===== config.mk =====
export PLATFORM = sky130hd
export DESIGN_NAME = obm_dma
export DESIGN_NICKNAME = d
export VERILOG_FILES = /design/src/rtl/obm_dma_pkg.sv /design/src/rtl/obm_dma.sv
export SDC_FILE = /design/constraint.sdc
export NUM_CORES = 1
export LEC_CHECK = 0
export BUFFER_PORTS_ARGS = -buffer_cell sky130_fd_sc_hd__buf_4
export CORE_UTILIZATION = 45
export DETAILED_ROUTE_END_ITERATION = 10
export GPL_ROUTABILITY_DRIVEN = 0
export PLACE_DENSITY = 0.82
export SYNTH_ARGS = -nofsm -noshare
export SYNTH_HDL_FRONTEND = slang
export SYNTH_SLANG_ARGS = --single-unit

===== constraint.sdc =====
create_clock -name cpu_clk -period 1.5 [get_ports cpu_clk]
set_input_delay 0.075 -clock cpu_clk [delete_from_list [all_inputs] [get_ports cpu_clk]]
set_output_delay 0.075 -clock cpu_clk [all_outputs]
set_load 0.05 [all_outputs]

===== src/rtl/obm_dma_pkg.sv =====
// Shared GPU definitions for the OBM DMA: VRAM parameters, OBM sizing and FSM state type.
package obm_dma_pkg;

    localparam int VRAM_ADDR_WIDTH = 12;
    localparam logic [VRAM_ADDR_WIDTH-1:0] OBM_BASE_DEFAULT = 12'h800;

    localparam int NUM_OBJECTS_DEFAULT = 64;
    localparam int OBM_BYTES = NUM_OBJECTS_DEFAULT * 4;

    typedef enum logic [1:0] {
        IDLE  = 2'd0,
        READ  = 2'd1,
        WRITE = 2'd2,
        DONE  = 2'd3
    } obm_dma_state_t;

endpackage


===== src/rtl/obm_dma.sv =====
// Copies one 256-byte system-memory page into OBM through the VRAM write port, halting the CPU
// for the duration of the burst.
//
// state | meaning
// IDLE  | waiting for start; outputs hold last address/data
// READ  | mem_read high until mem_ready, then capture byte
// WRITE | one-cycle VRAM write of captured byte at OBM_BASE + index
// DONE  | one-cycle done pulse, CPU released
module obm_dma
    import obm_dma_pkg::*;
#(
    parameter int NUM_OBJECTS = NUM_OBJECTS_DEFAULT,
    parameter logic [VRAM_ADDR_WIDTH-1:0] OBM_BASE = OBM_BASE_DEFAULT
) (
    input  logic                       cpu_clk,
    input  logic                       rst,
    input  logic                       start,
    input  logic [7:0]                 src_page,
    output logic [15:0]                mem_address,
    output logic                       mem_read,
    input  logic                       mem_ready,
    input  logic [7:0]                 mem_data,
    output logic [VRAM_ADDR_WIDTH-1:0] vram_address,
    output logic [7:0]                 vram_data,
    output logic                       write_enable,
    output logic                       SELECT_obm,
    output logic                       cpu_halt,
    output logic                       done
);

    localparam int BYTES = NUM_OBJECTS * 4;
    localparam int IDX_W = $clog2(BYTES);
    localparam logic [IDX_W-1:0] LAST_IDX = IDX_W'(BYTES - 1);

    obm_dma_state_t state;
    logic [IDX_W-1:0] idx;
    logic [7:0]       page_q;

    always_ff @(posedge cpu_clk) begin
        if (rst) begin
            state        <= IDLE;
            idx          <= '0;
            page_q       <= '0;
            mem_address  <= '0;
            mem_read     <= 1'b0;
            vram_address <= '0;
            vram_data    <= '0;
            write_enable <= 1'b0;
            SELECT_obm   <= 1'b0;
            cpu_halt     <= 1'b0;
            done         <= 1'b0;
        end else begin
            done <= 1'b0;
            case (state)
                IDLE: begin
                    if (start) begin
                        state       <= READ;
                        idx         <= '0;
                        page_q      <= src_page;
                        mem_address <= {src_page, 8'h00};
                        mem_read    <= 1'b1;
                        cpu_halt    <= 1'b1;
                    end
                end
                READ: begin
                    if (mem_ready) begin
                        state        <= WRITE;
                        mem_read     <= 1'b0;
                        vram_data    <= mem_data;
                        vram_address <= OBM_BASE + VRAM_ADDR_WIDTH'(idx);
                        write_enable <= 1'b1;
                        SELECT_obm   <= 1'b1;
                    end
                end
                WRITE: begin
                    write_enable <= 1'b0;
                    SELECT_obm   <= 1'b0;
                    // Equality compare on the last byte; the index never has to wrap.
                    if (idx == LAST_IDX) begin
                        state    <= DONE;
                        cpu_halt <= 1'b0;
                        done     <= 1'b1;
                    end else begin
                        state       <= READ;
                        idx         <= idx + 1'b1;
                        mem_address <= {page_q, 8'(idx + 1'b1)};
                        mem_read    <= 1'b1;
                    end
                end
                DONE: begin
                    state <= IDLE;
                end
                default: state <= IDLE;
            endcase
        end
    end

endmodule


==> reports/qor.yml, run 1 <==
sta:
  hold_viol: 0
  rsz0062_at_grt: "true"
  setup_viol: 0
  setup-tns-final_ns: 0
  setup_ws_ns: 0.0649
  finClkSkew_ns: 0.00315
  fmax_mhz: 697
  min_period_ns: 1.44
  fin_crit_sh_pct: 95.7
  drv_slew: 0
yosys:
  yosys.area_share.simple_pct: 22.0
  ys_ff_latch: 47
  yosys-top-cells-count: "nand2_1 (53), dfxtp_1 (47), a21oi_1 (28), nor2_1 (28), a311oi_1 (10)"
  synth.area.mux_share_pct: 4.16
  synth_top_family_by_area: "simple AND/OR/NAND/NOR gates"
  synth_xor_area_share_pct: 0
  synth_area_leader_cell: "dfxtp_1"
  synth_cells: 227
  synth_top_area_share_pct: 48.9
  ys_seq_area_share_pct: 48.9
  synth_fa_ha_area_share_pct: 0.650
  synthFlopType: "dfxtp_1"
  async_reset_ff_share_pct: 0
  synth_cell_types: 32
  synth_area_mm2: 0.00193
  synth.most_common_cell: "nand2_1"
  synth_edf_count: 0
  syn-mean-instance-area_um2: 8.48
  synth.area.top_cells: "dfxtp_1 (49%), nand2_1 (10%), a21oi_1 (7.3%), nor2_1 (5.5%), a311oi_1 (4.5%)"
  synth_compound_area_share_pct: 17.6
  ys_warn_count: 0
finish:
  drive_gt1_share_pct: 35.1
  nets: 311
  areaGrowthSynthToFinish_pct: 32.7
  multi_input_area_um2: 885
  ff_latch_area_um2: 957
  fill_cells: 357
  antenna_cells: 0
floorplan:
  ios: 61
  die-area_mm2: 0.00454
  die_w_um: 67.4
  start_util_pct: 47.5
  die_height_um: 67.4
  coreArea_mm2: 0.00406
  num_rows: 23
routing:
  drc_errors: 0
  vias: 1771
  ant_nets: 0
  vias_per_cell: 5.19
  drt_iter0_drc: 126
  wl_um: 4600
  wire_per_inst_um: 13.5
  dr.pass1.iters: 4
run_status:
  status: "finished, final reports clean"
pwr:
  power.leakage_nw: 1.08
  peakVddDrop_mv: 0.892
  cellPowerDensity_mw_per_mm2: 991
clock_tree:
  clock_latency_ns: 0.30
  clock-sinks: 47
  cts_made_buffers: 5
  cts_tree: "yes"
  clk_pin_slew_ns: 0.08
  cts_buffer_depth: 2
  cts-htree-levels: 2
  cts-root-buf: "clkbuf_8"
global_routing:
  grt_usage_pct: 20.1
  antenna_found_initial: 0
  grt_pass1_wl_um: 6750
  first_global_vias: 1473
  busiest_layer: "met2"
  grt_start_max_net_pins: 48
  grt.met2_usage_pct: 31.8
  gr-total-overflow: 0
  gr-usage-met1_pct: 25.8
  grt_use_met3_pct: 6.59
placement:
  io_buffers: 57
  post-place-ws_ns: -0.0175
  place_hpwl_um: 3040
worst_setup_path:
  crit_type: "flip-flop to flip-flop"
  cp_max_fo: 6
  cp-end-kind: "flip-flop"
  r2r_slack_ns: 0.06
  worstSetupStartpointType: "flip-flop"
  arrival_ns: 1.64
  cp.required_ns: 1.71
run:
  maxCapViolCount: 0
worst_hold_path:
  hold_path.class: "input port to flip-flop"
path summary, 6_finish.rpt:
path	cells past startpoint	to	from
max	6	mem_address[10]$_SDFFE_PP0P_	mem_address[0]$_SDFFE_PP0P_
min	3	vram_data[5]$_SDFFE_PP0P_	mem_data[5]
max reg2reg	6	mem_address[10]$_SDFFE_PP0P_	mem_address[0]$_SDFFE_PP0P_
min reg2reg	2	vram_data[6]$_SDFFE_PP0P_	vram_data[6]$_SDFFE_PP0P_
final cells by class:
type | instances | share of cell area [%]
flip-flops and latches | 47 | 37.5
clock buffers | 5 | 2.69
clock inverters | 3 | 0.588
multi-input cells | 161 | 34.6
well taps | 50 | 2.45
repair buffers | 75 | 22.2
per-layer routing:
metal / vias to the layer above / part of all wire, % / routed length, um
met5: - / 0 / 0
met1: 829 / 44 / 2020
met4: 0 / 0.59 / 27
met2: 46 / 51 / 2370
met3: 2 / 4.0 / 182
li1: 894 / - / -
worst max-delay path, cell delays in order, from the launching register on:
cell and delay (ns):
dfxtp_4 0.36, ha_4 0.16, and4_4 0.17, a31oi_4 0.22, buf_6 0.15, nor2_2 0.03, a311oi_1 0.25
power by group:
group	total, mW	switching [mW]	internal [mW]	leakage, nW
clock network	0.728	0.409	0.319	0.0477
registers	1.34	0.0354	1.30	0.389
logic	0.467	0.303	0.164	0.642
registers in the layout (all words and copies together), names as in the netlist:
name and cells:
done 1, vram_data 8, mem_address 16, state 2, SELECT_obm 1, mem_read 1
page_q 8, cpu_halt 1, vram_address 9
stage by stage:
step | util [%] | hold slack [ns] | std cells | instance area (um2) | total power, mW
global placement | 60.1 | 0.323 | 330 | 2440 | 1.81
global route | 63.0 | 0.00528 | 341 | 2550 | 2.65
floorplan | - | 0.211 | 229 | 1960 | 1.68
finish | 63.0 | 0.0181 | 341 | 2550 | 2.53
detailed placement | 60.1 | 0.330 | 330 | 2440 | 1.82
CTS | 62.3 | 0.00887 | 338 | 2530 | 2.55
cell families (layout without fill, tap and decap cells):
family | Yosys count | in the layout
flops | 47 | 47
buf+inv | 21 | 83
mux | 8 | 8
simple gates | 98 | 98
other cells | 1 | 3
compound gates | 51 | 51
fa+ha+maj | 1 | 1
placed cells by master, fill, tap and decap left out, types with 2 or more instances in the layout:
cell type,instances
a21oi_1,28
a311oi_1,10
nand2_1,53
a211oi_1,2
dfxtp_2,7
buf_4,72
clkinv_2,3
clkbuf_8,5
nand3b_1,2
nor2_1,27
dfxtp_4,2
conb_1,3
a31o_2,2
o21ai_0,4
nand3_1,5
mux2i_1,8
nand2b_1,2
dfxtp_1,38
repair_timing:
item / 4_1_cts / 5_1_grt
hold buffers: 0 / 1
endpoints found under the hold margin: 0 / 1
endpoints found under the setup margin: 4 / 30
cloned: 0 / 1
resized for setup: 2 / 4
setup buffers: 0 / 1
pin swaps: 0 / 4
(Power assumes the default switching activity.)
==> run 2: changes to the inputs <==
CORE_UTILIZATION = 30   (was 45)
CTS_BUF_LIST = sky130_fd_sc_hd__clkbuf_4 sky130_fd_sc_hd__clkbuf_8 sky130_fd_sc_hd__clkbuf_16   (was unset)
PLACE_DENSITY = 0.61   (was 0.82)
==> run 2 against run 1 <==
Effect of this change:
- via count down 0.96%
- clock skew up 0.0048 ns
- worst setup slack better by 0.029 ns
- cell count up 7.0%
- hold slack better by 0.0013 ns
- cell area up 1.5%
- critical path depth down 1
- fmax up 2.0%
- routed wire length up 4.6%
- non-clock buffer count unchanged
- critical path type unchanged
- critical endpoint is now mem_address[15]$_SDFFE_PP0P_
- largest power group unchanged
- highest routed layer unchanged
==> reports/qor.yml, run 2 (synthesis results as in run 1) <==
finish:
  final_cell_mix: "buf_4 (72), nand2_1 (53), dfxtp_1 (38), a21oi_1 (28), nor2_1 (27)"  # unchanged
  final_area_mm2: 0.00259  # was 0.00255 mm2
  reg_top3: "mem_address: 16 flops, vram_address: 9 flops"  # unchanged
  areaGrowthSynthToFinish_pct: 34.6  # was 32.7%
  stdcell_count: 365  # was 341
  layout_commonest_cell: "buf_4"  # unchanged
  top_register: "mem_address"  # unchanged
  antenna_cells: 0  # unchanged
  largest_reg_flops: 16  # unchanged
  drive_gt1_share_pct: 35.2  # was 35.1%
  ff_latch_area_um2: 957  # unchanged
  multi_input_area_um2: 890  # was 885 um2
  fill_cells: 634  # was 357
  nets: 311  # unchanged
pwr:
  total_power_mw: 2.57  # was 2.53 mW
  power.internal_mw: 1.83  # was 1.78 mW
  power.leakage_nw: 1.08  # about the same
  cellPowerDensity_mw_per_mm2: 993  # was 991 mW/mm2
  peakVddDrop_mv: 0.427  # was 0.892 mV
  p_clk_share_pct: 29.7  # was 28.8%
  swShare_pct: 29.0  # was 29.5%
  seq_power_share_pct: 51.8  # was 52.8%
  p_comb_share_pct: 18.4  # was 18.5%
  power.switching_mw: 0.746  # was 0.748 mW
sta:
  rsz0062_at_grt: "false"  # was true
  finClkSkew_ns: 0.00796  # was 0.00315 ns
  min_period_ns: 1.41  # was 1.44 ns
  tightest_slew_ns: 0.520
  drv_slew: 0  # unchanged
  fmax_mhz: 711  # was 697 MHz
  fin_crit_sh_pct: 93.8  # was 95.7%
  setup_ws_ns: 0.0937  # was 0.0649 ns
  hold_viol: 0  # unchanged
  max_slew_margin_pct: 65.4
  setup_viol: 0  # unchanged
placement:
  io_buffers: 57  # unchanged
  post-place-ws_ns: 0.00517  # was -0.0175 ns
  dpl_cell_area_mm2: 0.00248  # was 0.00244 mm2
  placed_cells: 357  # was 330
  place_hpwl_um: 3260  # was 3040 um
global_routing:
  grt_start_max_net_pins: 48  # unchanged
  grt_pass1_wl_um: 7640  # was 6750 um
  grt_usage_pct: 15.2  # was 20.1%
  first_global_vias: 1613  # was 1473
  antenna_found_initial: 0  # unchanged
  gr-total-overflow: 0  # unchanged
floorplan:
  coreArea_mm2: 0.00606  # was 0.00406 mm2
  num_rows: 28  # was 23
  ios: 61  # unchanged
  die_height_um: 82.1  # was 67.4 um
  start_util_pct: 31.8  # was 47.5%
  die_w_um: 82.1  # was 67.4 um
  die-area_mm2: 0.00674  # was 0.00454 mm2
worst_hold_path:
  hold_path.class: "input port to flip-flop"  # unchanged
routing:
  drc_errors: 0  # unchanged
  wl_um: 4810  # was 4600 um
  dr.pass1.iters: 4  # unchanged
  vias: 1754  # was 1771
  vias_per_cell: 4.81  # was 5.19
  drt_iter0_drc: 78  # was 126
  ant_nets: 0  # unchanged
  wire_per_inst_um: 13.2  # was 13.5 um
run:
  maxCapViolCount: 0  # unchanged
worst_setup_path:
  cpLargestDelayFamily: "flip-flops"  # was compound AO/OA/AOI/OAI gates
  cpMaxStageDelayCell: "dfxtp_4"  # unchanged
  worstSetupStartpointType: "flip-flop"  # unchanged
  crit_type: "flip-flop to flip-flop"  # unchanged
  cp.required_ns: 1.70  # was 1.71 ns
  cp.buffers_inverters: 1  # unchanged
  cp-end-kind: "flip-flop"  # unchanged
  path_cells: "ha_4, and4_4, a31oi_4, buf_2, a311oi_1"  # was ha_4, and4_4, a31oi_4, buf_6, nor2_2, a311oi_1
  cp_max_fo: 7  # was 6
  slowest_delay_ns: 0.36  # about the same
  arrival_ns: 1.60  # was 1.64 ns
clock_tree:
  hold_buffers: 0  # unchanged
  clock_latency_ns: 0.30  # about the same
  clk_pin_slew_ns: 0.08  # about the same
  clock-sinks: 47  # unchanged
  cts_tree: "yes"  # unchanged
  cts-root-buf: "clkbuf_8"  # unchanged
  cts_buffer_depth: 2  # unchanged
  cts_made_buffers: 5  # unchanged
  cts-htree-levels: 2  # unchanged
run_status:
  status: "finished, final reports clean"  # unchanged
run 2: changes by cell type in the layout (fill, tap and decap cells not counted), sizes merged:
cell,delta
buf,+1
clkbuf,+2
clkinv,-3
dlygate4sd3,-1
run 2: final cells by class:
type,instances,area share [%]
Tap cell,75,3.62
Clock buffer,7,3.23
Sequential cell,47,36.9
Timing Repair Buffer,75,21.9
Multi-Input combinational cell,161,34.3
run 2: metal layers:
metal	track usage [%]	share of wire [%]	up-vias
li1	-	-	894
met1	19.1	47	799
met2	23.8	46	54
met3	4.62	5.9	7
met4	6.67	1.3	0
met5	0	0	-
run 2: power groups by stage:
stage          registers [mW]  clock network, mW  logic (mW)
2_1_floorplan            1.49                  0       0.194
3_3_place_gp             1.36                  0       0.461
3_5_place_dp             1.36                  0       0.467
4_1_cts                  1.33              0.793       0.470
5_1_grt                  1.34              0.831       0.511
6_report                 1.33              0.765       0.475
run 2: final timing paths:
kind                                from                            to  slack [ns]  depth (start not counted)
max reg2reg  mem_address[0]$_SDFFE_PP0P_  mem_address[15]$_SDFFE_PP0P_        0.09                          5
min reg2reg    vram_data[6]$_SDFFE_PP0P_     vram_data[6]$_SDFFE_PP0P_        0.46                          2
min                          mem_data[0]     vram_data[0]$_SDFFE_PP0P_        0.02                          3
max          mem_address[0]$_SDFFE_PP0P_  mem_address[15]$_SDFFE_PP0P_        0.09                          5
run 2: worst register-to-register path: stages (launching register included):
cell,delay [ns]
dfxtp_4,0.36
ha_4,0.15
and4_4,0.26
a31oi_4,0.11
buf_2,0.20
a311oi_1,0.23
run 2: metrics by stage:
stage          utilization [%]  hold slack, ns  TNS (ns)
5_1_grt                   42.8          0.0140         0
3_3_place_gp              41.0           0.322         0
2_1_floorplan                -           0.211   -0.0167
3_5_place_dp              41.0           0.332         0
6_report                  42.8          0.0193         0
4_1_cts                   42.4          0.0100         0
run 2: repair_timing:
action                                  CTS  global route
buffers inserted                          0             0
endpoints found under the setup margin    4            13
pin swaps                                 0             4
resized for setup                         2             5
gates cloned                              0             1
==> run 3: changes to the inputs <==
CTS_BUF_LIST = sky130_fd_sc_hd__clkbuf_16   (was sky130_fd_sc_hd__clkbuf_4 sky130_fd_sc_hd__clkbuf_8 sky130_fd_sc_hd__clkbuf_16)
PLACE_DENSITY = 0.51   (was 0.61)
==> run 3 against run 2 <==
Effect of this change:
- non-clock buffer count down 1
- hold slack better by 0.0097 ns
- sequential power about the same
- clock-buffer cell count down 2
- routed wire length up 1.1%
- cell area up 2.3%
- worst setup slack worse by 0.039 ns
- clock skew down 0.0047 ns
- utilization up 0.97 points
- clock power up 40%
- die area unchanged
==> reports/qor.yml, run 3 (synthesis results as in run 1) <==
global_routing:
  first_global_vias: 1472  # was 1613
  gr-total-overflow: 0  # unchanged
  grt_start_max_net_pins: 48  # unchanged
  grt_pass1_wl_um: 7550  # was 7640 um
  grt_usage_pct: 15.1  # was 15.2%
  antenna_found_initial: 0  # unchanged
pwr:
  power.leakage_nw: 1.11  # was 1.08 nW
  total_power_mw: 2.88  # was 2.57 mW
  peakVddDrop_mv: 0.478  # was 0.427 mV
  cellPowerDensity_mw_per_mm2: 1090  # was 993 mW/mm2
clock_tree:
  cts_made_buffers: 5  # unchanged
  cts-root-buf: "clkbuf_16"  # was clkbuf_8
  hold_buffers: 0  # unchanged
  cts_setup_buffers: 0  # unchanged
  clock_latency_ns: 0.29  # was 0.30 ns
  clock-sinks: 47  # unchanged
  cts_buffer_depth: 2  # unchanged
  cts_tree: "yes"  # unchanged
  clk_pin_slew_ns: 0.06  # was 0.08 ns
  cts-htree-levels: 2  # unchanged
floorplan:
  die-area_mm2: 0.00674  # unchanged
  start_util_pct: 31.8  # unchanged
  num_rows: 28  # unchanged
  coreArea_mm2: 0.00606  # unchanged
  die_height_um: 82.1  # unchanged
  ios: 61  # unchanged
  die_w_um: 82.1  # unchanged
routing:
  vias: 1727  # was 1754
  wire_per_inst_um: 13.3  # was 13.2 um
  ant_nets: 0  # unchanged
  dr.pass1.iters: 4  # unchanged
  drt_iter0_drc: 56  # was 78
  wl_um: 4870  # was 4810 um
  drc_errors: 0  # unchanged
  vias_per_cell: 4.73  # was 4.81
finish:
  nets: 310  # was 311
  largest_reg_flops: 16  # unchanged
  top_register: "mem_address"  # unchanged
  ff_latch_area_um2: 957  # unchanged
  areaGrowthSynthToFinish_pct: 37.7  # was 34.6%
  reg_top3: "mem_address: 16 flops, vram_address: 9 flops"  # unchanged
  fill_cells: 631  # was 634
  layout_commonest_cell: "buf_4"  # unchanged
  drive_gt1_share_pct: 34.5  # was 35.2%
  final_area_mm2: 0.00265  # was 0.00259 mm2
  antenna_cells: 0  # unchanged
  multi_input_area_um2: 880  # was 890 um2
  final_cell_mix: "buf_4 (72), nand2_1 (53), dfxtp_1 (38), a21oi_1 (28), nor2_1 (28)"  # was buf_4 (72), nand2_1 (53), dfxtp_1 (38), a21oi_1 (28), nor2_1 (27)
run:
  maxCapViolCount: 0  # unchanged
placement:
  dpl_cell_area_mm2: 0.00251  # was 0.00248 mm2
  io_buffers: 57  # unchanged
  place_hpwl_um: 3220  # was 3260 um
worst_hold_path:
  holdPathEnd: "page_q[2]$_SDFFE_PP0P_"  # was vram_data[0]$_SDFFE_PP0P_
  whs_path_depth: 3  # unchanged
  hold_path_startpoint: "src_page[2]"  # was mem_data[0]
  hold_path.class: "input port to flip-flop"  # unchanged
sta:
  setup_viol: 0  # unchanged
  hold_viol: 0  # unchanged
  max_slew_margin_pct: 65.5  # was 65.4%
  rsz0062_at_grt: "false"  # unchanged
  fin_crit_sh_pct: 96.3  # was 93.8%
  drv_slew: 0  # unchanged
  finClkSkew_ns: 0.00326  # was 0.00796 ns
  tightest_slew_ns: 0.518  # was 0.520 ns
  min_period_ns: 1.45  # was 1.41 ns
  fmax_mhz: 692  # was 711 MHz
run_status:
  status: "finished, final reports clean"  # unchanged
worst_setup_path:
  arrival_ns: 1.64  # was 1.60 ns
  r2r_slack_ns: 0.05  # was 0.09 ns
  r2r-start: "mem_address[1]$_SDFFE_PP0P_"  # was mem_address[0]$_SDFFE_PP0P_
  r2r-end: "mem_address[14]$_SDFFE_PP0P_"  # was mem_address[15]$_SDFFE_PP0P_
  reg2reg_depth: 6  # was 5
  worstSetupStartpointType: "flip-flop"  # unchanged
  cp.required_ns: 1.70  # about the same
  cp-end-kind: "flip-flop"  # unchanged
  cp_max_fo: 20  # was 7
  crit_type: "flip-flop to flip-flop"  # unchanged
-- run 3: routing by layer --
metal	routed length, um	global-route usage, %
met4	78	6.32
met5	0	0
met3	162	2.97
met1	2370	21.3
met2	2260	22.3
-- run 3: worst max-delay path, stage by stage, from the launching register on --
cell and delay, ns:
dfxtp_4 0.35, ha_4 0.15, and4_2 0.27, a31oi_4 0.16
buf_12 0.17, nor2_1 0.05, a311oi_1 0.19
-- run 3: power by group --
group | total [mW] | internal [mW] | switching, mW
Sequential | 1.33 | 1.30 | 0.0322
Combinational | 0.472 | 0.168 | 0.305
Clock | 1.07 | 0.608 | 0.463
Total | 2.88 | 2.08 | 0.800
-- run 3: area by class of cell --
class                           instances  share of cell area [%]
Clock buffer                            5                    4.72
Clock inverter                          3                   0.566
Multi-Input combinational cell        161                    33.2
Sequential cell                        47                    36.1
Tap cell                               75                    3.54
Timing Repair Buffer                   74                    21.9
-- run 3: what timing repair did --
action,CTS,global route
gates resized for setup,0,3
setup endpoints to repair,0,8
endpoints found under the hold margin,0,0
-- run 3: worst max-delay path by stage --
stage,from,end,slack [ns],cells past startpoint
floorplan,mem_address[1]$_SDFFE_PP0P_,mem_address[3]$_SDFFE_PP0P_,-0.006,6
global route,mem_address[1]$_SDFFE_PP0P_,mem_address[11]$_SDFFE_PP0P_,0.0007,6
CTS,mem_address[1]$_SDFFE_PP0P_,mem_address[12]$_SDFFE_PP0P_,0.05,6
detailed placement,mem_address[1]$_SDFFE_PP0P_,mem_address[1]$_SDFFE_PP0P_,0.06,6
finish,mem_address[1]$_SDFFE_PP0P_,mem_address[14]$_SDFFE_PP0P_,0.05,6
global placement,mem_address[1]$_SDFFE_PP0P_,mem_address[5]$_SDFFE_PP0P_,0.06,5
-- run 3: metrics by stage --
step	hold WS (ns)	TNS, ns	instances	util, %	setup WS [ns]
floorplan	0.211	-0.0167	229	-	-0.00613
finish	0.0291	0	365	43.7	0.0548
CTS	0.0250	0	365	43.7	0.0479
detailed placement	0.330	0	357	41.4	0.0631
global route	0.0367	0	365	43.7	0.000738
global placement	0.323	0	357	41.4	0.0617
